$ cat src/rtl/scu_arb_pkg.sv
// Shared types and helpers for the SCU bus DMA arbiter.
// State enum, latched-access bundle, rotating one-hot priority select.
package scu_arb_pkg;

  localparam int ARB_N  = 4;
  localparam int ARB_AW = 25;
  localparam int ARB_IW = 2;

  typedef enum logic [1:0] {
    ARB_IDLE,
    ARB_ACCESS,
    ARB_DONE
  } ArbState_t;

  typedef struct packed {
    logic [ARB_AW-1:0] A;
    logic [31:0]       D;
    logic              WE;
    logic [ARB_IW-1:0] ID;
  } ArbLatch_t;

  // First set bit of pnd found searching upward from start, wrapping.
  function automatic logic [ARB_N-1:0] PriSel(
    input logic [ARB_N-1:0]  pnd,
    input logic [ARB_IW-1:0] start
  );
    logic [ARB_N-1:0] oh;
    logic             found;
    int               idx;
    oh    = '0;
    found = 1'b0;
    for (int k = 0; k < ARB_N; k++) begin
      idx = (int'(start) + k) % ARB_N;
      if (!found && pnd[idx]) begin
        oh[idx] = 1'b1;
        found   = 1'b1;
      end
    end
    return oh;
  endfunction

endpackage

$ cat src/rtl/scu_arb_prienc.sv
// Masked priority encoder: pending vector + start index -> winner.
// Ports: pnd, start in; id (winner index), vld (any pending) out.
module scu_arb_prienc
  import scu_arb_pkg::*;
(
  input  logic [ARB_N-1:0]  pnd,
  input  logic [ARB_IW-1:0] start,
  output logic [ARB_IW-1:0] id,
  output logic              vld
);

  logic [ARB_N-1:0] oh;

  always_comb begin
    oh  = PriSel(pnd, start);
    vld = |pnd;
    id  = '0;
    unique case (1'b1)
      oh[0]:   id = 2'd0;
      oh[1]:   id = 2'd1;
      oh[2]:   id = 2'd2;
      oh[3]:   id = 2'd3;
      default: id = '0;
    endcase
  end

endmodule

$ cat src/rtl/scu_bus_dma_arbiter.sv
// Shares the SCU bus word port among DMA requesters (REQ/ACK pulses).
// Ports: CLK, RST_N, CE; REQ/LOCK/REQ_A/REQ_WE/REQ_D in; ACK, ACK_Q out;
// BUS_A/BUS_D/BUS_WE/BUS_REQ out, BUS_RDY/BUS_Q in; GRANT_ID, BUSY out.
// Option: SCU_ARB_ROUND_ROBIN_EN selects rotating non-lock priority.
module scu_bus_dma_arbiter
  import scu_arb_pkg::*;
#(
  parameter int N_REQ = ARB_N,
  parameter int AW    = ARB_AW
) (
  input  logic              CLK,
  input  logic              RST_N,
  input  logic              CE,
  input  logic [N_REQ-1:0]  REQ,
  input  logic [N_REQ-1:0]  LOCK,
  input  logic [N_REQ*AW-1:0] REQ_A,
  input  logic [N_REQ-1:0]  REQ_WE,
  input  logic [N_REQ*32-1:0] REQ_D,
  output logic [N_REQ-1:0]  ACK,
  output logic [31:0]       ACK_Q,
  output logic [AW-1:0]     BUS_A,
  output logic [31:0]       BUS_D,
  output logic              BUS_WE,
  output logic              BUS_REQ,
  input  logic              BUS_RDY,
  input  logic [31:0]       BUS_Q,
  output logic [1:0]        GRANT_ID,
  output logic              BUSY
);

  ArbState_t        state;
  logic [N_REQ-1:0] pnd;
  logic [N_REQ-1:0] pnd_nxt;
  logic [N_REQ-1:0] ack_oh;
  logic [N_REQ-1:0] clr;
  logic             owned;
  logic [1:0]       start;
  logic [1:0]       enc_id;
  logic             enc_vld;
  logic             lock_hit;
  logic [1:0]       win;
  logic             done;
  ArbLatch_t        lat;

  scu_arb_prienc u_prienc (
    .pnd   (pnd),
    .start (start),
    .id    (enc_id),
    .vld   (enc_vld)
  );

  always_comb begin
`ifdef SCU_ARB_ROUND_ROBIN_EN
    // Until the first grant there is no owner, so search from 0.
    start = owned ? GRANT_ID + 2'd1 : 2'd0;
`else
    start = 2'd0;
`endif
    lock_hit = LOCK[GRANT_ID] & pnd[GRANT_ID];
    win      = lock_hit ? GRANT_ID : enc_id;
    lat.A    = REQ_A[int'(win)*AW +: AW];
    lat.D    = REQ_D[int'(win)*32 +: 32];
    lat.WE   = REQ_WE[win];
    lat.ID   = win;
    ack_oh   = '0;
    ack_oh[GRANT_ID] = 1'b1;
    done     = (state == ARB_ACCESS) && BUS_RDY;
    clr      = done ? ack_oh : '0;
    // A new REQ beats a same-cycle clear.
    pnd_nxt  = (pnd & ~clr) | REQ;
  end

  assign BUSY = (state != ARB_IDLE);

  always_ff @(posedge CLK or negedge RST_N) begin
    if (!RST_N) begin
      state    <= ARB_IDLE;
      pnd      <= '0;
      owned    <= 1'b0;
      ACK      <= '0;
      ACK_Q    <= '0;
      BUS_A    <= '0;
      BUS_D    <= '0;
      BUS_WE   <= 1'b0;
      BUS_REQ  <= 1'b0;
      GRANT_ID <= '0;
    end else if (CE) begin
      pnd <= pnd_nxt;
      unique case (state)
        ARB_IDLE: begin
          if (enc_vld) begin
            BUS_A    <= lat.A;
            BUS_D    <= lat.D;
            BUS_WE   <= lat.WE;
            GRANT_ID <= lat.ID;
            owned    <= 1'b1;
            BUS_REQ  <= 1'b1;
            state    <= ARB_ACCESS;
          end
        end
        ARB_ACCESS: begin
          if (BUS_RDY) begin
            BUS_REQ <= 1'b0;
            if (!BUS_WE) ACK_Q <= BUS_Q;
            ACK   <= ack_oh;
            state <= ARB_DONE;
          end
        end
        ARB_DONE: begin
          ACK   <= '0;
          state <= ARB_IDLE;
        end
        default: state <= ARB_IDLE;
      endcase
    end
  end

endmodule

$ cat config.mk
export PLATFORM = sky130hd
export DESIGN_NAME = scu_bus_dma_arbiter
export DESIGN_NICKNAME = d
export VERILOG_FILES = /design/src/rtl/scu_arb_pkg.sv /design/src/rtl/scu_arb_prienc.sv /design/src/rtl/scu_bus_dma_arbiter.sv
export SDC_FILE = /design/constraint.sdc
export NUM_CORES = 1
export LEC_CHECK = 0
export ABC_AREA = 1
export BUFFER_PORTS_ARGS = -buffer_cell sky130_fd_sc_hd__clkbuf_2
export CAP_MARGIN = 30
export CORE_AREA = 2 2 145 147
export DETAILED_ROUTE_END_ITERATION = 6
export DIE_AREA = 0 0 147 149
export HOLD_SLACK_MARGIN = 0.08
export PLACE_DENSITY = 0.66
export SYNTH_ARGS = -nofsm -noshare
export SYNTH_HDL_FRONTEND = slang
export SYNTH_HIERARCHICAL = 1
export SYNTH_SLANG_ARGS = --single-unit
$ cat constraint.sdc
create_clock -name CLK -period 2.2 [get_ports CLK]
set_clock_uncertainty 0.1 [all_clocks]
set_input_delay 0 -clock CLK [delete_from_list [all_inputs] [get_ports CLK]]
set_output_delay 0 -clock CLK [all_outputs]
set_load 0.05 [all_outputs]
==> flow_summary.json, run 1 <==
{
  "hold_path_class": "in2reg",
  "clkLatencyLatePin_ns": 0.35,
  "p_total_mw": 19.0,
  "synthCells": 1102,
  "grt_util_met1_pct": 33.6,
  "core-area_sq_um": 20600,
  "viasPerCell": 5.17,
  "r2r_start": "pnd[1]$_DFFE_PN0P_",
  "firstDrtPassIters": 7,
  "antenna_left": 0,
  "gr-usage-all-layers_pct": 29.5,
  "place_congestion": 0.901,
  "synthTopCellsByArea": "dfrtp_1 35%, nand2_1 17%, nand3_1 17%",
  "cts_made_buffers": 9,
  "syn_to_final_growth_pct": 80.6,
  "die_h_um": 149,
  "synth_common_cells": "343 x nand2_1, 254 x nand3_1, 186 x inv_1, 103 x dfrtp_1, 58 x nand3b_1",
  "path_max_fanout": 8,
  "synth-edff-count": 0,
  "io_pins": 374,
  "r2r-end": "BUS_D[17]$_DFFE_PN0P_",
  "start_util_pct": 36.1,
  "dieArea_sq_um": 21900,
  "hold_ws_ns": 0.0744,
  "cp-endpoint": "BUS_D[17]$_DFFE_PN0P_",
  "grt_start_max_net_pins": 62,
  "overflow": 0,
  "fmax_mhz": 439,
  "slew-limit-headroom_pct": 65.2,
  "finalCritPeriodShare_pct": 104,
  "drt_iter0_drc": 867,
  "ir_worst_vdd_mv": 0.802,
  "layout-drive-gt1-share_pct": 31.5,
  "grt.busiest_layer": "met2",
  "fin_nets": 2034,
  "cts.sinks": 103,
  "postRouteWirelength_um": 35800,
  "synth.avg_cell_area_sq_um": 6.74,
  "r2r_cells": 19,
  "crit_required_ns": 2.35,
  "clk_pin_slew_ns": 0.08,
  "grt_pass1_vias": 10200,
  "cts_buffer_depth": 2,
  "via_count": 10500,
  "hold_violations": 0,
  "grt_first_pass_wirelength_um": 51500,
  "end_kind": "flip-flop",
  "arrival_ns": 2.43,
  "min_period_ns": 2.28,
  "ys_ff_latch": 103,
  "port_buffers": 373,
  "finalMaxSlewViolations": 0,
  "diodes": 0,
  "yosysTopAreaCellShare_pct": 34.7,
  "cts_tree": "built",
  "async_flop_share_pct": 100,
  "finalWorstSetupSlack_ns": -0.0791,
  "htree_levels": 3,
  "path_class": "reg2reg",
  "synthFlopType": "dfrtp_1",
  "p_leak_nw": 7.60,
  "yosys_warnings": 6,
  "power-per-cell-area_nw_per_um2": 1420,
  "rsz0062_at_grt": "yes",
  "cp-start-kind": "flip-flop",
  "yosys.area.top_type": "dfrtp_1",
  "fp-row-count": 53,
  "synthDistinctLibCells": 30,
  "grtUsageMet2_pct": 49.6,
  "clockRootBuffer": "clkbuf_16",
  "r2r_setup_slack_ns": -0.08,
  "setup-tns-final_ns": -0.387,
  "finalSetupViolCount": 25,
  "synth.most_common_cell": "nand2_1",
  "violations": "setup timing",
  "tightest_slew_ns": 0.521,
  "yosysSeqAreaShare_pct": 34.7,
  "crit_start": "pnd[1]$_DFFE_PN0P_",
  "maxCapViolCount": 0,
  "grt_use_met3_pct": 8.13,
  "fp.dieW_um": 147,
  "antenna_found_initial": 0,
  "hp-start": "REQ_WE[0]",
  "synth.cell_area_sq_um": 7430,
  "wl_per_cell_um": 17.6,
  "dpl.hpwl_um": 19300,
  "status": "finished, violations left",
  "drc": 0
}
cell type report:
type	instances	area [sq um]
inverter	194	736
timing repair buffer	695	5380
clock buffer	9	225
tap	275	344
fill	1595	7140
clock inverter	7	88.8
sequential	103	2580
multi-input combinational	749	4070
per-stage QoR:
| step | std cells | area (sq um) | utilization (%) | worst slack, ns |
|---|---|---|---|---|
| floorplan | 1117 | 7490 | - | 0.00489 |
| global placement | 1723 | 9770 | 47.5 | 0.0238 |
| detailed placement | 1723 | 9770 | 47.5 | -0.0344 |
| CTS | 2017 | 12900 | 62.8 | -0.0257 |
| global route | 2032 | 13400 | 65.3 | -0.193 |
| finish | 2032 | 13400 | 65.3 | -0.0791 |
per-layer routing:
metal	routed length [um]	share of wire, %
met1	13100	37
met4	2230	6.2
met2	16700	47
met3	3730	10
met5	0	0
power by group:
group          leakage, nW  internal [mW]  switching, mW
combinational         6.19           4.63           9.30
sequential            1.26           2.80          0.565
clock                0.152          0.912          0.808
repair_timing:
action                                 in CTS  in global routing
hold buffers                              277                  0
setup buffers                               0                  5
cloned                                      1                 10
resized for setup                           3                 72
setup endpoints to repair                   3                 59
endpoints found under the hold margin     204                  0
pin swaps                                   2                 38
logic make-up after synthesis:
family / count (synthesis) / share of synthesized area, %
multiplexers: 32 / 4.85
AND/OR/NAND/NOR: 685 / 43.5
flip-flops: 103 / 34.7
buffers and inverters: 265 / 14.9
AO/OA/AOI/OAI: 10 / 0.977
adder cells (fa/ha/maj): 6 / 1.01
other: 1 / 0.0505
cell usage in the layout, fill, tap and decap left out, drive strengths merged, types with 3 or more instances in the layout:
cell | Yosys | final
dlygate4sd3 | 0 | 277
clkbuf | 21 | 388
ha | 6 | 6
clkinv | 3 | 4
nand3 | 257 | 257
buf | 50 | 39
conb | 1 | 16
mux2 | 32 | 32
nand2 | 355 | 355
inv | 191 | 195
o21ai | 6 | 6
nor2 | 11 | 11
nand3b | 58 | 58
a22o | 3 | 3
nor3 | 3 | 3
dfrtp | 103 | 103
worst min-delay path by stage:
stage / depth (start not counted) / endpoint
floorplan: 0 / ACK[0]$_DFFE_PN0P_
global placement: 1 / BUS_D[10]$_DFFE_PN0P_
detailed placement: 1 / BUS_D[2]$_DFFE_PN0P_
CTS: 7 / BUS_WE$_DFFE_PN0P_
global route: 7 / BUS_WE$_DFFE_PN0P_
finish: 7 / BUS_WE$_DFFE_PN0P_
worst max-delay path, cell delays in order, from the launching register on:
cell,delay [ns]
dfrtp_1,0.42
inv_2,0.07
nand2_2,0.06
nand3_2,0.07
nand2_2,0.07
nand3_2,0.09
nand2_2,0.06
inv_2,0.05
nand2_2,0.05
nor2_2,0.10
nand2_2,0.09
inv_4,0.08
nand2_8,0.12
nand2_8,0.19
clkbuf_16,0.20
nand2_1,0.06
nand3_1,0.10
nand2_1,0.07
nand2_1,0.07
nand2_1,0.05
registers in the layout, summed over array words and instances (netlist names):
register	count
BUS_A	25
GRANT_ID	2
pnd	4
BUS_WE	1
BUS_REQ	1
ACK_Q	32
ACK	4
BUS_D	32
state	2
Power figures use the tool's default switching activity.
==> run 2, diff against run 1 <==
Settings changed: RECOVER_POWER from default to 50, REMOVE_ABC_BUFFERS from default to 1.
==> flow_summary.json, run 2 (synthesis gave the netlist of run 1 again) <==
{
  "final_common_cell": "clkbuf_2",
  "cts_tree": "built",
  "drc": 13,
  "rsz0062_at_grt": "yes",
  "syn_to_final_growth_pct": 89.3,
  "p_leak_nw": 7.87,
  "grt_start_max_net_pins": 73,
  "via_count": 10900,
  "place_area_sq_um": 9830,
  "layout_common_cells": "355 x clkbuf_2, 309 x nand2_1, 276 x dlygate4sd3_1",
  "ir_worst_vdd_mv": 0.742,
  "fp-row-count": 53,
  "layout-drive-gt1-share_pct": 32.7,
  "antenna_found_initial": 1,
  "grt_pass1_vias": 10300,
  "crit_start": "pnd[1]$_DFFE_PN0P_",
  "tightest_slew_ns": 1.46,
  "postRouteWirelength_um": 38200,
  "power-per-cell-area_nw_per_um2": 1490,
  "dpl.hpwl_um": 18500,
  "core-area_sq_um": 20600,
  "clkLatencyLatePin_ns": 0.36,
  "path_class": "reg2reg",
  "clk_pin_slew_ns": 0.09,
  "dieArea_sq_um": 21900,
  "fin_nets": 2068,
  "top_regs": "ACK_Q: 32 flops, BUS_D: 32 flops, BUS_A: 25 flops",
  "hp-start": "BUS_Q[10]",
  "io_pins": 374,
  "maxCapViolCount": 0,
  "status": "finished, violations left",
  "viasPerCell": 5.26,
  "finalWorstSetupSlack_ns": -0.0881,
  "antenna_left": 0,
  "place_congestion": 0.861,
  "cts_buffer_depth": 2,
  "port_buffers": 373,
  "start_util_pct": 36.1,
  "cts.sinks": 103,
  "htree_levels": 3,
  "violations": "DRC, setup timing",
  "clockRootBuffer": "clkbuf_16",
  "wl_per_cell_um": 18.5,
  "gr-usage-all-layers_pct": 28.6,
  "slew-limit-headroom_pct": 2.53,
  "die_h_um": 149,
  "hold_path_class": "in2reg",
  "end_kind": "flip-flop",
  "fp.dieW_um": 147,
  "fin_util_pct": 68.4,
  "arrival_ns": 2.45,
  "finalCritPeriodShare_pct": 104,
  "crit_required_ns": 2.36,
  "finalMaxSlewViolations": 0,
  "fin_area_sq_um": 14100,
  "grt_first_pass_wirelength_um": 50400,
  "fmax_mhz": 437,
  "firstDrtPassIters": 7,
  "cts_made_buffers": 9,
  "drt_iter0_drc": 1268,
  "overflow": 0,
  "min_period_ns": 2.29,
  "hold_violations": 0,
  "r2r_start": "pnd[1]$_DFFE_PN0P_",
  "path_max_fanout": 8,
  "finalSetupViolCount": 8,
  "cp-start-kind": "flip-flop"
}
==> run 2: changes by cell type in the layout (fill, tap and decap cells not counted), moves of 3 or more <==
cell,previous run,this run
nand3_1,226,212
clkbuf_1,0,21
clkbuf_16,16,30
buf_8,1,6
nand3_2,28,40
buf_6,3,11
nand2_1,315,309
clkbuf_2,372,355
nand2_2,31,35
buf_4,17,20
==> run 2: final cells by class <==
cell class / instances / area (sq um)
sequential: 103 / 2580
multi-input combinational: 749 / 4180
timing repair buffer: 729 / 5900
clock inverter: 7 / 100
tap: 275 / 344
clock buffer: 9 / 225
fill: 1526 / 6490
antenna: 1 / 2.50
inverter: 194 / 733
==> run 2: path summary, 6_finish.rpt <==
kind,endpoint,slack [ns],depth (start not counted)
worst max-delay path,BUS_A[14]$_DFFE_PN0P_,-0.09,19
worst min register to register,BUS_A[18]$_DFFE_PN0P_,0.38,2
max in group asynchronous,GRANT_ID[0]$_DFFE_PN0P_,0.34,3
worst max register to register,BUS_A[14]$_DFFE_PN0P_,-0.09,19
worst min-delay path,ACK_Q[10]$_DFFE_PN0P_,0.31,3
min in group asynchronous,BUS_D[29]$_DFFE_PN0P_,0.48,3
==> run 2: repair_timing <==
action | in CTS | in global routing
gates cloned | 0 | 27
resized for setup | 2 | 108
setup endpoints to repair | 2 | 61
hold endpoints to repair | 203 | 0
pin swaps | 0 | 37
setup buffers | 0 | 17
hold buffers | 277 | 0
==> run 2: stage by stage <==
stage | setup slack, ns | cells | power, mW | hold WS (ns) | setup TNS (ns)
4_1_cts | -0.00772 | 2022 | 17.2 | 0.106 | -0.00772
3_5_place_dp | -0.00393 | 1729 | 15.0 | -0.114 | -0.00393
2_1_floorplan | -1.08 | 1046 | 11.2 | -0.396 | -72.20
3_3_place_gp | 0.0266 | 1729 | 14.8 | -0.110 | 0
5_1_grt | -0.189 | 2067 | 21.9 | 0.310 | -5.17
6_report | -0.0881 | 2067 | 21.0 | 0.306 | -0.203
==> run 2: per-layer routing <==
layer	vias up	wire, um	global-route usage (%)
li1	4802	-	-
met1	4888	13800	33.8
met2	931	17600	48.6
met3	257	4260	6.85
met4	0	2470	14.8
met5	-	0	0
==> run 2: critical path, cell delays in order, from the launching register on <==
cell	delay, ns
dfrtp_1	0.41
inv_2	0.07
nand2_2	0.06
nand3_2	0.06
nand2_2	0.08
nand3_1	0.08
nand2_1	0.06
clkinv_1	0.04
nand2_1	0.04
nor2_1	0.10
nand2_1	0.10
inv_2	0.11
nand2_8	0.11
nand2_8	0.16
buf_12	0.18
nand2_1	0.11
nand3_2	0.10
nand2_1	0.07
nand2_2	0.10
nand2_1	0.06
==> run 2: report_power, final <==
group / switching, mW / leakage, nW / internal [mW]
sequential: 0.601 / 1.26 / 2.80
clock: 0.857 / 0.158 / 0.921
combinational: 10.1 / 6.45 / 5.71
total: 11.6 / 7.87 / 9.43
